## config.mk

```make
export PLATFORM = sky130hd
export DESIGN_NAME = stg_ma_np_flat
export DESIGN_NICKNAME = d
export VERILOG_FILES = /design/src/rtl/stg_ma_np_if.sv /design/src/rtl/stg_ma_np.sv /design/src/flat_wrapper.sv
export SDC_FILE = /design/constraint.sdc
export NUM_CORES = 1
export LEC_CHECK = 0
export BUFFER_PORTS_ARGS = -buffer_cell sky130_fd_sc_hd__buf_2
export CAP_MARGIN = 20
export CORE_AREA = 2 2 130 132
export CTS_BUF_LIST = sky130_fd_sc_hd__clkbuf_16
export CTS_CLUSTER_SIZE = 10
export DETAILED_ROUTE_END_ITERATION = 10
export DIE_AREA = 0 0 132 134
export HOLD_SLACK_MARGIN = 0.1
export PLACE_DENSITY = 0.76
export SYNTH_ARGS = -nofsm -noshare
export SYNTH_HDL_FRONTEND = slang
export SYNTH_SLANG_ARGS = --single-unit
export TNS_END_PERCENT = 50
```

## constraint.sdc

```tcl
create_clock -name iw_clk -period 2.22 [get_ports iw_clk]
set_input_delay 0.333 -clock iw_clk [delete_from_list [all_inputs] [get_ports iw_clk]]
set_output_delay 0.333 -clock iw_clk [all_outputs]
set_load 0.02 [all_outputs]
```

## src/rtl/stg_ma_np_if.sv

```systemverilog
// stg_ma_np_if: memory-port bundle of the stg_ma_np stage.
// The stage is the master. It drives the phase counter, the one-hot request, the
// write strobe, the per-port addresses and the shared store data.
// The memory side is the slave. It returns per-port acknowledges and read data.
interface stg_ma_np_if #(
    parameter int ADDR_W = 24,
    parameter int DATA_W = 24,
    parameter int NPORTS = 2,
    parameter int MP_W   = 1
);
    logic [MP_W-1:0]          ow_mem_mp;
    logic [NPORTS-1:0]        ow_mem_req;
    logic                     ow_mem_we;
    logic [NPORTS*ADDR_W-1:0] ow_mem_addr;
    logic [DATA_W-1:0]        ow_mem_wdata;
    logic [NPORTS-1:0]        iw_mem_ack;
    logic [NPORTS*DATA_W-1:0] iw_mem_rdata;

    modport master (
        output ow_mem_mp,
        output ow_mem_req,
        output ow_mem_we,
        output ow_mem_addr,
        output ow_mem_wdata,
        input  iw_mem_ack,
        input  iw_mem_rdata
    );

    modport slave (
        input  ow_mem_mp,
        input  ow_mem_req,
        input  ow_mem_we,
        input  ow_mem_addr,
        input  ow_mem_wdata,
        output iw_mem_ack,
        output iw_mem_rdata
    );
endinterface

```

## src/rtl/stg_ma_np.sv

```systemverilog
// stg_ma_np: parametrised memory-access pipeline stage between execute and write-back.
//
// Overview:
// - NPORTS memory ports are time-multiplexed by a free-running phase counter.
// - A memory op is bound to the port whose phase is current when it is accepted.
// - At most one request is outstanding at a time.
// - Upstream is stalled while that request waits for its acknowledge.
// - All sideband signals toward write-back are registered.
//
// Optional feature (macro STG_MA_NP_TIMEOUT_EN):
// - Adds an ack timeout after TIMEOUT_CYC cycles.
// - A timed-out request retires as a faulted bubble on ow_fault.
module stg_ma_np #(
    parameter int ADDR_W      = 24,
    parameter int DATA_W      = 24,
    parameter int OPC_W       = 8,
    parameter int TGT_GP_W    = 4,
    parameter int TGT_SR_W    = 2,
    parameter int NPORTS      = 2,
    parameter int MP_W        = 1,
    parameter int TIMEOUT_CYC = 255
) (
    input  logic                iw_clk,
    input  logic                iw_rst,
    input  logic                iw_valid,
    input  logic [ADDR_W-1:0]   iw_pc,
    input  logic [DATA_W-1:0]   iw_instr,
    input  logic [OPC_W-1:0]    iw_opc,
    input  logic [TGT_GP_W-1:0] iw_tgt_gp,
    input  logic                iw_tgt_gp_we,
    input  logic [TGT_SR_W-1:0] iw_tgt_sr,
    input  logic                iw_tgt_sr_we,
    input  logic                iw_mem_rd,
    input  logic                iw_mem_wr,
    input  logic [ADDR_W-1:0]   iw_addr,
    input  logic [DATA_W-1:0]   iw_result,
    output logic                ow_stall,
    output logic                ow_valid,
    output logic [ADDR_W-1:0]   ow_pc,
    output logic [DATA_W-1:0]   ow_instr,
    output logic [OPC_W-1:0]    ow_opc,
    output logic [TGT_GP_W-1:0] ow_tgt_gp,
    output logic                ow_tgt_gp_we,
    output logic [TGT_SR_W-1:0] ow_tgt_sr,
    output logic                ow_tgt_sr_we,
    output logic [DATA_W-1:0]   ow_result,
`ifdef STG_MA_NP_TIMEOUT_EN
    output logic                ow_fault,
`endif
    stg_ma_np_if.master         mem
);

    // Reject configurations where the phase counter cannot reach every port.
    if (NPORTS < 1 || (2 ** MP_W) < NPORTS || TIMEOUT_CYC < 1) begin : g_param_check
        $error("stg_ma_np: need NPORTS>=1, 2**MP_W>=NPORTS and TIMEOUT_CYC>=1");
    end

    typedef enum logic [0:0] {
        ST_IDLE,
        ST_REQ
    } state_t;

    state_t              r_state, n_state;
    logic [MP_W-1:0]     r_mp;
    logic [MP_W-1:0]     r_port, n_port;
    logic                r_store, n_store;
    logic                r_valid, n_valid;
    logic [ADDR_W-1:0]   r_pc, n_pc;
    logic [DATA_W-1:0]   r_instr, n_instr;
    logic [OPC_W-1:0]    r_opc, n_opc;
    logic [TGT_GP_W-1:0] r_tgt_gp, n_tgt_gp;
    logic                r_tgt_gp_we, n_tgt_gp_we;
    logic [TGT_SR_W-1:0] r_tgt_sr, n_tgt_sr;
    logic                r_tgt_sr_we, n_tgt_sr_we;
    logic [DATA_W-1:0]   r_result, n_result;
    logic [NPORTS-1:0]   r_req, n_req;
    logic                r_we, n_we;
    logic [ADDR_W-1:0]   r_addr, n_addr;
    logic [DATA_W-1:0]   r_wdata, n_wdata;

    logic [NPORTS-1:0]   phase_onehot;
    logic                ack_sel;
    logic [DATA_W-1:0]   rdata_sel;

`ifdef STG_MA_NP_TIMEOUT_EN
    // The counter only has to count 0..TIMEOUT_CYC-1.
    localparam int WAIT_W = (TIMEOUT_CYC > 1) ? $clog2(TIMEOUT_CYC) : 1;
    logic [WAIT_W-1:0]   r_wait, n_wait;
    logic                r_fault, n_fault;
`endif

    // The phase counter runs freely, even while stalled, and wraps at NPORTS-1.
    always_ff @(posedge iw_clk) begin
        if (iw_rst) begin
            r_mp <= '0;
        end else if (r_mp == MP_W'(NPORTS - 1)) begin
            r_mp <= '0;
        end else begin
            r_mp <= r_mp + MP_W'(1);
        end
    end

    // Decode the current phase into a one-hot request.
    // Select the ack and read data of the port that owns the outstanding request.
    always_comb begin
        phase_onehot = '0;
        ack_sel      = 1'b0;
        rdata_sel    = '0;
        for (int p = 0; p < NPORTS; p++) begin
            phase_onehot[p] = (r_mp == MP_W'(p));
            if (r_port == MP_W'(p)) begin
                ack_sel   = mem.iw_mem_ack[p];
                rdata_sel = mem.iw_mem_rdata[p*DATA_W +: DATA_W];
            end
        end
    end

    // Next-state and next-output logic: accept in IDLE, wait for the bound port's ack in REQ.
    always_comb begin
        n_state     = r_state;
        n_port      = r_port;
        n_store     = r_store;
        n_valid     = 1'b0;
        n_pc        = r_pc;
        n_instr     = r_instr;
        n_opc       = r_opc;
        n_tgt_gp    = r_tgt_gp;
        n_tgt_gp_we = r_tgt_gp_we;
        n_tgt_sr    = r_tgt_sr;
        n_tgt_sr_we = r_tgt_sr_we;
        n_result    = r_result;
        n_req       = r_req;
        n_we        = r_we;
        n_addr      = r_addr;
        n_wdata     = r_wdata;
`ifdef STG_MA_NP_TIMEOUT_EN
        n_wait      = r_wait;
        n_fault     = 1'b0;
`endif
        case (r_state)
            ST_IDLE: begin
                if (iw_valid) begin
                    n_pc        = iw_pc;
                    n_instr     = iw_instr;
                    n_opc       = iw_opc;
                    n_tgt_gp    = iw_tgt_gp;
                    n_tgt_gp_we = iw_tgt_gp_we;
                    n_tgt_sr    = iw_tgt_sr;
                    n_tgt_sr_we = iw_tgt_sr_we;
                    if (iw_mem_rd || iw_mem_wr) begin
                        // A store wins when both rd and wr are set, so its rdata is never used.
                        n_state = ST_REQ;
                        n_port  = r_mp;
                        n_store = iw_mem_wr;
                        n_req   = phase_onehot;
                        n_we    = iw_mem_wr;
                        n_addr  = iw_addr;
                        n_wdata = iw_result;
`ifdef STG_MA_NP_TIMEOUT_EN
                        n_wait  = '0;
`endif
                    end else begin
                        n_valid  = 1'b1;
                        n_result = iw_result;
                    end
                end
            end
            ST_REQ: begin
                if (ack_sel) begin
                    n_state  = ST_IDLE;
                    n_req    = '0;
                    n_we     = 1'b0;
                    n_valid  = 1'b1;
                    n_result = r_store ? r_wdata : rdata_sel;
                end
`ifdef STG_MA_NP_TIMEOUT_EN
                else if (r_wait == WAIT_W'(TIMEOUT_CYC - 1)) begin
                    n_state     = ST_IDLE;
                    n_req       = '0;
                    n_we        = 1'b0;
                    n_valid     = 1'b1;
                    n_fault     = 1'b1;
                    n_tgt_gp_we = 1'b0;
                    n_tgt_sr_we = 1'b0;
                    n_result    = '0;
                end else begin
                    n_wait = r_wait + WAIT_W'(1);
                end
`endif
            end
            default: begin
                n_state = ST_IDLE;
            end
        endcase
    end

    // State and pipeline register bank; reset drops any outstanding request without a write-back.
    always_ff @(posedge iw_clk) begin
        if (iw_rst) begin
            r_state     <= ST_IDLE;
            r_port      <= '0;
            r_store     <= 1'b0;
            r_valid     <= 1'b0;
            r_pc        <= '0;
            r_instr     <= '0;
            r_opc       <= '0;
            r_tgt_gp    <= '0;
            r_tgt_gp_we <= 1'b0;
            r_tgt_sr    <= '0;
            r_tgt_sr_we <= 1'b0;
            r_result    <= '0;
            r_req       <= '0;
            r_we        <= 1'b0;
            r_addr      <= '0;
            r_wdata     <= '0;
`ifdef STG_MA_NP_TIMEOUT_EN
            r_wait      <= '0;
            r_fault     <= 1'b0;
`endif
        end else begin
            r_state     <= n_state;
            r_port      <= n_port;
            r_store     <= n_store;
            r_valid     <= n_valid;
            r_pc        <= n_pc;
            r_instr     <= n_instr;
            r_opc       <= n_opc;
            r_tgt_gp    <= n_tgt_gp;
            r_tgt_gp_we <= n_tgt_gp_we;
            r_tgt_sr    <= n_tgt_sr;
            r_tgt_sr_we <= n_tgt_sr_we;
            r_result    <= n_result;
            r_req       <= n_req;
            r_we        <= n_we;
            r_addr      <= n_addr;
            r_wdata     <= n_wdata;
`ifdef STG_MA_NP_TIMEOUT_EN
            r_wait      <= n_wait;
            r_fault     <= n_fault;
`endif
        end
    end

    // Fan the single captured address out to the requesting port only.
    // Every other slice reads 0.
    always_comb begin
        mem.ow_mem_addr = '0;
        for (int p = 0; p < NPORTS; p++) begin
            if (r_req[p]) begin
                mem.ow_mem_addr[p*ADDR_W +: ADDR_W] = r_addr;
            end
        end
    end

    assign mem.ow_mem_mp    = r_mp;
    assign mem.ow_mem_req   = r_req;
    assign mem.ow_mem_we    = r_we;
    assign mem.ow_mem_wdata = r_wdata;

    assign ow_stall     = (r_state == ST_REQ);
    assign ow_valid     = r_valid;
    assign ow_pc        = r_pc;
    assign ow_instr     = r_instr;
    assign ow_opc       = r_opc;
    assign ow_tgt_gp    = r_tgt_gp;
    assign ow_tgt_gp_we = r_tgt_gp_we;
    assign ow_tgt_sr    = r_tgt_sr;
    assign ow_tgt_sr_we = r_tgt_sr_we;
    assign ow_result    = r_result;
`ifdef STG_MA_NP_TIMEOUT_EN
    assign ow_fault     = r_fault;
`endif

endmodule
```

## src/flat_wrapper.sv

```systemverilog
// flat-port wrapper written by rule: the top's interface ports become plain ports
module stg_ma_np_flat 
#(
    parameter int ADDR_W      = 24,
    parameter int DATA_W      = 24,
    parameter int OPC_W       = 8,
    parameter int TGT_GP_W    = 4,
    parameter int TGT_SR_W    = 2,
    parameter int NPORTS      = 2,
    parameter int MP_W        = 1,
    parameter int TIMEOUT_CYC = 255
)
  (iw_clk, iw_rst, iw_valid, iw_pc, iw_instr, iw_opc, iw_tgt_gp, iw_tgt_gp_we, iw_tgt_sr, iw_tgt_sr_we, iw_mem_rd, iw_mem_wr, iw_addr, iw_result, ow_stall, ow_valid, ow_pc, ow_instr, ow_opc, ow_tgt_gp, ow_tgt_gp_we, ow_tgt_sr, ow_tgt_sr_we, ow_result, mem_ow_mem_mp, mem_ow_mem_req, mem_ow_mem_we, mem_ow_mem_addr, mem_ow_mem_wdata, mem_iw_mem_ack, mem_iw_mem_rdata);
  stg_ma_np_if #(.ADDR_W(ADDR_W), .DATA_W(DATA_W), .NPORTS(NPORTS), .MP_W(MP_W)) mem_i ();
  input  logic iw_clk;
  input  logic iw_rst;
  input  logic iw_valid;
  input  logic [ADDR_W-1:0] iw_pc;
  input  logic [DATA_W-1:0] iw_instr;
  input  logic [OPC_W-1:0] iw_opc;
  input  logic [TGT_GP_W-1:0] iw_tgt_gp;
  input  logic iw_tgt_gp_we;
  input  logic [TGT_SR_W-1:0] iw_tgt_sr;
  input  logic iw_tgt_sr_we;
  input  logic iw_mem_rd;
  input  logic iw_mem_wr;
  input  logic [ADDR_W-1:0] iw_addr;
  input  logic [DATA_W-1:0] iw_result;
  output logic ow_stall;
  output logic ow_valid;
  output logic [ADDR_W-1:0] ow_pc;
  output logic [DATA_W-1:0] ow_instr;
  output logic [OPC_W-1:0] ow_opc;
  output logic [TGT_GP_W-1:0] ow_tgt_gp;
  output logic ow_tgt_gp_we;
  output logic [TGT_SR_W-1:0] ow_tgt_sr;
  output logic ow_tgt_sr_we;
  output logic [DATA_W-1:0] ow_result;
  output wire logic [$bits(mem_i.ow_mem_mp)-1:0] mem_ow_mem_mp;
  output wire logic [$bits(mem_i.ow_mem_req)-1:0] mem_ow_mem_req;
  output wire logic [$bits(mem_i.ow_mem_we)-1:0] mem_ow_mem_we;
  output wire logic [$bits(mem_i.ow_mem_addr)-1:0] mem_ow_mem_addr;
  output wire logic [$bits(mem_i.ow_mem_wdata)-1:0] mem_ow_mem_wdata;
  input wire logic [$bits(mem_i.iw_mem_ack)-1:0] mem_iw_mem_ack;
  input wire logic [$bits(mem_i.iw_mem_rdata)-1:0] mem_iw_mem_rdata;
  assign mem_ow_mem_mp = mem_i.ow_mem_mp;
  assign mem_ow_mem_req = mem_i.ow_mem_req;
  assign mem_ow_mem_we = mem_i.ow_mem_we;
  assign mem_ow_mem_addr = mem_i.ow_mem_addr;
  assign mem_ow_mem_wdata = mem_i.ow_mem_wdata;
  assign mem_i.iw_mem_ack = mem_iw_mem_ack;
  assign mem_i.iw_mem_rdata = mem_iw_mem_rdata;
  stg_ma_np #(.ADDR_W(ADDR_W), .DATA_W(DATA_W), .OPC_W(OPC_W), .TGT_GP_W(TGT_GP_W), .TGT_SR_W(TGT_SR_W), .NPORTS(NPORTS), .MP_W(MP_W), .TIMEOUT_CYC(TIMEOUT_CYC)) u_core (.iw_clk(iw_clk), .iw_rst(iw_rst), .iw_valid(iw_valid), .iw_pc(iw_pc), .iw_instr(iw_instr), .iw_opc(iw_opc), .iw_tgt_gp(iw_tgt_gp), .iw_tgt_gp_we(iw_tgt_gp_we), .iw_tgt_sr(iw_tgt_sr), .iw_tgt_sr_we(iw_tgt_sr_we), .iw_mem_rd(iw_mem_rd), .iw_mem_wr(iw_mem_wr), .iw_addr(iw_addr), .iw_result(iw_result), .ow_stall(ow_stall), .ow_valid(ow_valid), .ow_pc(ow_pc), .ow_instr(ow_instr), .ow_opc(ow_opc), .ow_tgt_gp(ow_tgt_gp), .ow_tgt_gp_we(ow_tgt_gp_we), .ow_tgt_sr(ow_tgt_sr), .ow_tgt_sr_we(ow_tgt_sr_we), .ow_result(ow_result), .mem(mem_i));
endmodule
```

# Word level (Yosys, flattened, before mapping)
# Cells that the tools add are included.
[word_totals]
word_cells = 55
latchBits = 0
output_inout_bits = 166
reg_bits = 144
romBits = 0
ramBits = 0
in_bits = 167
mem_count = 0
[op_classes]
shift = 0
eq_ne = 4
n_reduce_logical = 6
n_addsub = 1
multipliers = 0
n_lt_le_gt_ge = 0
bitwise = 2
div_mod_pow = 0
n_mux = 25
[op_table]
columns = ["operator", "n"]
rows = [
  ["$mux W24", 7],
  ["$pmux W24 S2", 1],
  ["$mux W1", 10],
  ["$reduce_and A3 Y1", 3],
  ["$mux W2", 3],
  ["$ne A2 B2 Y1 const B", 3],
  ["$pmux W1 S2", 3],
  ["$pmux W2 S2", 1],
  ["$ne A2 B1 Y1 const B", 1],
  ["$not A1 Y1", 2],
  ["$reduce_and A2 Y1", 1],
  ["$reduce_or A2 Y1", 1],
  ["$add A1 B1 Y1 const B", 1],
  ["$logic_or A1 B1 Y1", 1],
]

# Depth between registers and ports, before layout
[depth]
word_depth = 4
mapped_depth = 7
mapped_depth_nobuf = 3

# Worst setup path after synthesis
# No wires, ideal clock.
[synth_path]
path_kind = "register -> register"
startpoint = "register u_core.r_state, in the netlist u_core.ow_stall"
endpoint = "register u_core.r_result[12], in the netlist u_core.ow_result[12]"
required_ns = 2.074
path_slack_ns = 0.736
path_stages_with_launch = 7
synth_period_minus_slack_ns = 1.484
path_buffers = 3
setup_time_ns = 0.146
arrival_ns = 1.338
cell_sequence = "dfxtp_1 > buf_6 > nand2b_1 > buf_4 > o22ai_4 > buf_4 > a211oi_2"
[synth_between]
elab_chain_cells = 3
elab_cells_between_ends = 6
classes_between = "eq/ne (3); mux (1); bitwise (1); reduce/logical (1)"
[synth_rtl]
columns = ["item", "line", "source"]
rows = [
  ["start, declared", "stg_ma_np.sv:63", "state_t r_state, n_state;"],
  ["start signal, assigned", "stg_ma_np.sv:221", "r_state <= n_state;"],
  ["$not A1 Y1 (no line)", "--", ""],
  ["$ne A2 B2 Y1 (no line)", "--", ""],
  ["$reduce_and A3 Y1 (no line)", "--", ""],
  ["end signal, assigned", "stg_ma_np.sv:232", "r_result <= n_result;"],
  ["end, declared", "stg_ma_np.sv:75", "logic [DATA_W-1:0] r_result, n_result;"],
]
# Parallel ways exist; a longest one is shown, timed or not.
# A chain may end at the register's enable or synchronous reset.

# Final worst setup path
[layout_path]
startpoint = "register u_core.r_req[1], in the netlist u_core.mem.ow_mem_req[1]"
endpoint = "output mem_ow_mem_addr[42]"
[layout_between]
elab_chain_cells = 1
[layout_rtl]
columns = ["item", "line", "source"]
rows = [
  ["start, declared", "stg_ma_np.sv:76", "logic [NPORTS-1:0] r_req, n_req;"],
  ["start signal, assigned", "stg_ma_np.sv:233", "r_req <= n_req;"],
  ["$mux W24", "stg_ma_np.sv:249", "if (r_req[p]) begin"],
  ["end, declared", "flat_wrapper.sv:42", "output wire logic [$bits(mem_i.ow_mem_addr)-1:0] mem_ow_mem_addr;"],
]
# Every way passes these cells.

==> flow_summary_export.csv <==
group,metric,value,unit
finish,fillerInstances,1554,
critical_path,cp.arrival,1570,ps
critical_path,cp.depth,2,
drt,routed_wl,21400,um
power_and_ir_drop,power.density,755,mW/mm^2
critical_path,cp-start-kind,"flip-flop",
synthesis,ys_seq_area_frac,0.439,
cts,cts_setup_buffers,0,
flow_run,drv_cap,0,
synthesis,avgSynthCellArea,8.69,um^2
synthesis,synth_ff_type,"dfxtp_1",
drt,route.detailed.drc,0,
critical_path,crit_start,"u_core.mem.ow_mem_req[1]",
cts,cts_tree,"done",
run_status,status,"finished clean",
synthesis,synth-edff-count,0,
sta,hold_viol,0,
placed_design,gp_congestion,0.801,
sta,setup_viol,0,
floorplanning,start_util,0.403,
placed_design,io_buffers,332,
placed_design,dp_hpwl,15000,um
hold_path,hp-class,"input pin to flip-flop",
drt,wl_per_cell,16.7,um
power_and_ir_drop,finalPower,6710,uW
finish,utilization,0.546,
synthesis,synthTopCellsByArea,"dfxtp_1 (44%), a21oi_1 (8.9%), nand2_1 (7.4%)",
sta,period_minus_slack,1910,ps
grt,grt_usage,0.233,
power_and_ir_drop,p_int,4760,uW
critical_path,path_cells,"and2_1 -> buf_2",
critical_path,critical_path_required,1890,ps
grt,grt_max_degree,71,
cts,cts_buffers,17,
synthesis,async_flop_share,0,
hold_path,hp-start,"iw_tgt_gp[0]",
synthesis,yosys.area.top_type,"dfxtp_1",
drt,via_per_inst,5.24,
grt,antenna_found_initial,2,
critical_path,crit_slowest_cell,"dfxtp_1",
synthesis,syn_area,0.00656,mm^2
finish,seq_area,0.00289,mm^2
floorplanning,die-area,0.0177,mm^2
critical_path,path_max_fanout,26,
drt,dr_total_vias,6700,
cts,hold_buffers,0,
cts,clock_latency,420,ps
cts,cts_resized,0,
sta,grt_setup_unrepaired,"false",
cts,cts_buffer_depth,2,
critical_path,crit_path_end,"mem_ow_mem_addr[42]",
power_and_ir_drop,p_leak,0.00410,uW
critical_path,crit_buf_inv,1,
critical_path,worstRegToRegCells,4,
synthesis,synthTopCellsByCount,"dfxtp_1 (144), nand2_1 (129), a21oi_1 (117)",
finish,drive_gt1_frac,0.432,
critical_path,r2r_start,"u_core.ow_stall",
drt,drtAntennaViolNets,0,
sta,setup_tns,0,ps
sta,skew,16.0,ps
power_and_ir_drop,clkPwrFrac,0.385,
critical_path,r2r_slack,580,ps
critical_path,reg2reg_to,"u_core.mem.ow_mem_wdata[2]",
critical_path,endpoint_kind,"output port",
finish,layout.nets,1213,
finish,multi_input_comb_area,0.00330,mm^2
sta,worst_slew_pin_slew,663,ps
cts,cts_root_buf,"clkbuf_16",
grt,grt_pass1_wl,33300,um
critical_path,crit_family,"flip-flops",
power_and_ir_drop,p_comb_frac,0.187,
drt,dr.pass1.iters,5,
power_and_ir_drop,p_switching,1950,uW
floorplanning,core_area,0.0163,mm^2
power_and_ir_drop,switching_share,0.291,
floorplanning,num_rows,47,
grt,overflow,0,
cts,clock-sinks,144,
drt,drtIter0Drc,371,
critical_path,critPathMaxStageDelay,740,ps
synthesis,synth_top_area_frac,0.439,
sta,slew_headroom,0.557,
sta,fmax,524,MHz
finish,syn_to_final_growth,35.5,%
sta,slew_violations,0,
synthesis,ys_types,31,
sta,timing.final.crit_share,0.859,
power_and_ir_drop,p_seq_frac,0.428,
critical_path,critPathKind,"flip-flop to output port",
sta,hold_slack,145,ps
synthesis,syn_nets,922,
grt,grt_pass1_vias,6297,
floorplanning,fp.dieH,134,um
synthesis,synth_seq_cells,144,
synthesis,yosys_warnings,0,
synthesis,synth.most_common_cell,"dfxtp_1",
power_and_ir_drop,peakVddDrop,0.468,mV
cts,path_clk_slew,60,ps
floorplanning,io-pin-count,333,
synthesis,synthCells,755,
floorplanning,fp.dieW,132,um
cts,htreeDepth,4,
==> flip-flops by register name, summed over array words and instances, names as in the netlist <==
name                     cells
u_core.ow_tgt_sr             2
u_core.r_store               1
u_core.mem.ow_mem_we         1
u_core.ow_valid              1
u_core.mem.ow_mem_mp         1
u_core.r_addr               24
u_core.ow_tgt_gp             4
u_core.ow_stall              1
u_core.ow_opc                8
u_core.ow_tgt_gp_we          1
u_core.ow_pc                24
u_core.ow_tgt_sr_we          1
u_core.r_port                1
u_core.mem.ow_mem_wdata     24
u_core.ow_result            24
u_core.ow_instr             24
u_core.mem.ow_mem_req        2
==> per-layer routing <==
layer / track usage / share of wire
met4: 0.0942 / 0.027
met2: 0.394 / 0.49
met5: 0 / 0.00051
met1: 0.289 / 0.41
met3: 0.0525 / 0.068
==> logic make-up after synthesis <==
family,synth area share
DFF,0.439
and+or+nand+nor,0.191
AOI/OAI and AO/OA,0.259
buffers and inverters,0.0618
muxes,0.0486
==> power by group through the flow <==
| stage | registers [uW] | logic [uW] | clock network [uW] |
|---|---|---|---|
| 2_1_floorplan | 3070 | 625 | 0 |
| 3_3_place_gp | 2920 | 1240 | 0 |
| 3_5_place_dp | 2930 | 1260 | 0 |
| 4_1_cts | 2870 | 1260 | 2630 |
| 5_1_grt | 2890 | 1350 | 2750 |
| 6_report | 2870 | 1250 | 2580 |
==> worst reg2reg max path, stage by stage (launching register included) <==
cell	delay [ps]
dfxtp_2	470
nand2b_4	400
buf_4	390
o21ai_0	160
a21oi_1	180
==> worst min path at each step <==
stage | endpoint | cells after the start
global route | u_core.ow_pc[21] | 3
CTS | u_core.ow_tgt_gp_we | 3
detailed placement | u_core.ow_pc[9] | 2
floorplan | u_core.r_addr[10] | 2
global placement | u_core.ow_pc[6] | 2
finish | u_core.ow_tgt_gp[0] | 3
==> final cells by class <==
| cell class | count | area share |
|---|---|---|
| multi-input cells | 530 | 0.371 |
| flip-flops and latches | 144 | 0.325 |
| repair buffers | 351 | 0.213 |
| clock buffers | 17 | 0.0479 |
| well taps | 220 | 0.0310 |
| clock inverters | 14 | 0.0114 |
| inverters | 2 | 0.000845 |
| diodes | 1 | 0.000282 |
==> placed cells by master (no fill, tap or decap), types with 21 or more instances in the layout <==
cell type and n:
a21oi_1 117, nand2_1 129, o21ai_0 40, mux2_2 21
and2_1 48, a211oi_2 28, nand3_1 49, buf_2 331
dfxtp_1 142, and3_1 24
==> through the flow <==
step	worst slack, ps	area, um^2	instances
detailed placement	555	8360	1247
floorplan	736	6560	755
CTS	279	8890	1278
global placement	589	8360	1247
global route	194	8890	1278
finish	312	8890	1279
Power figures use the tool's default switching activity.
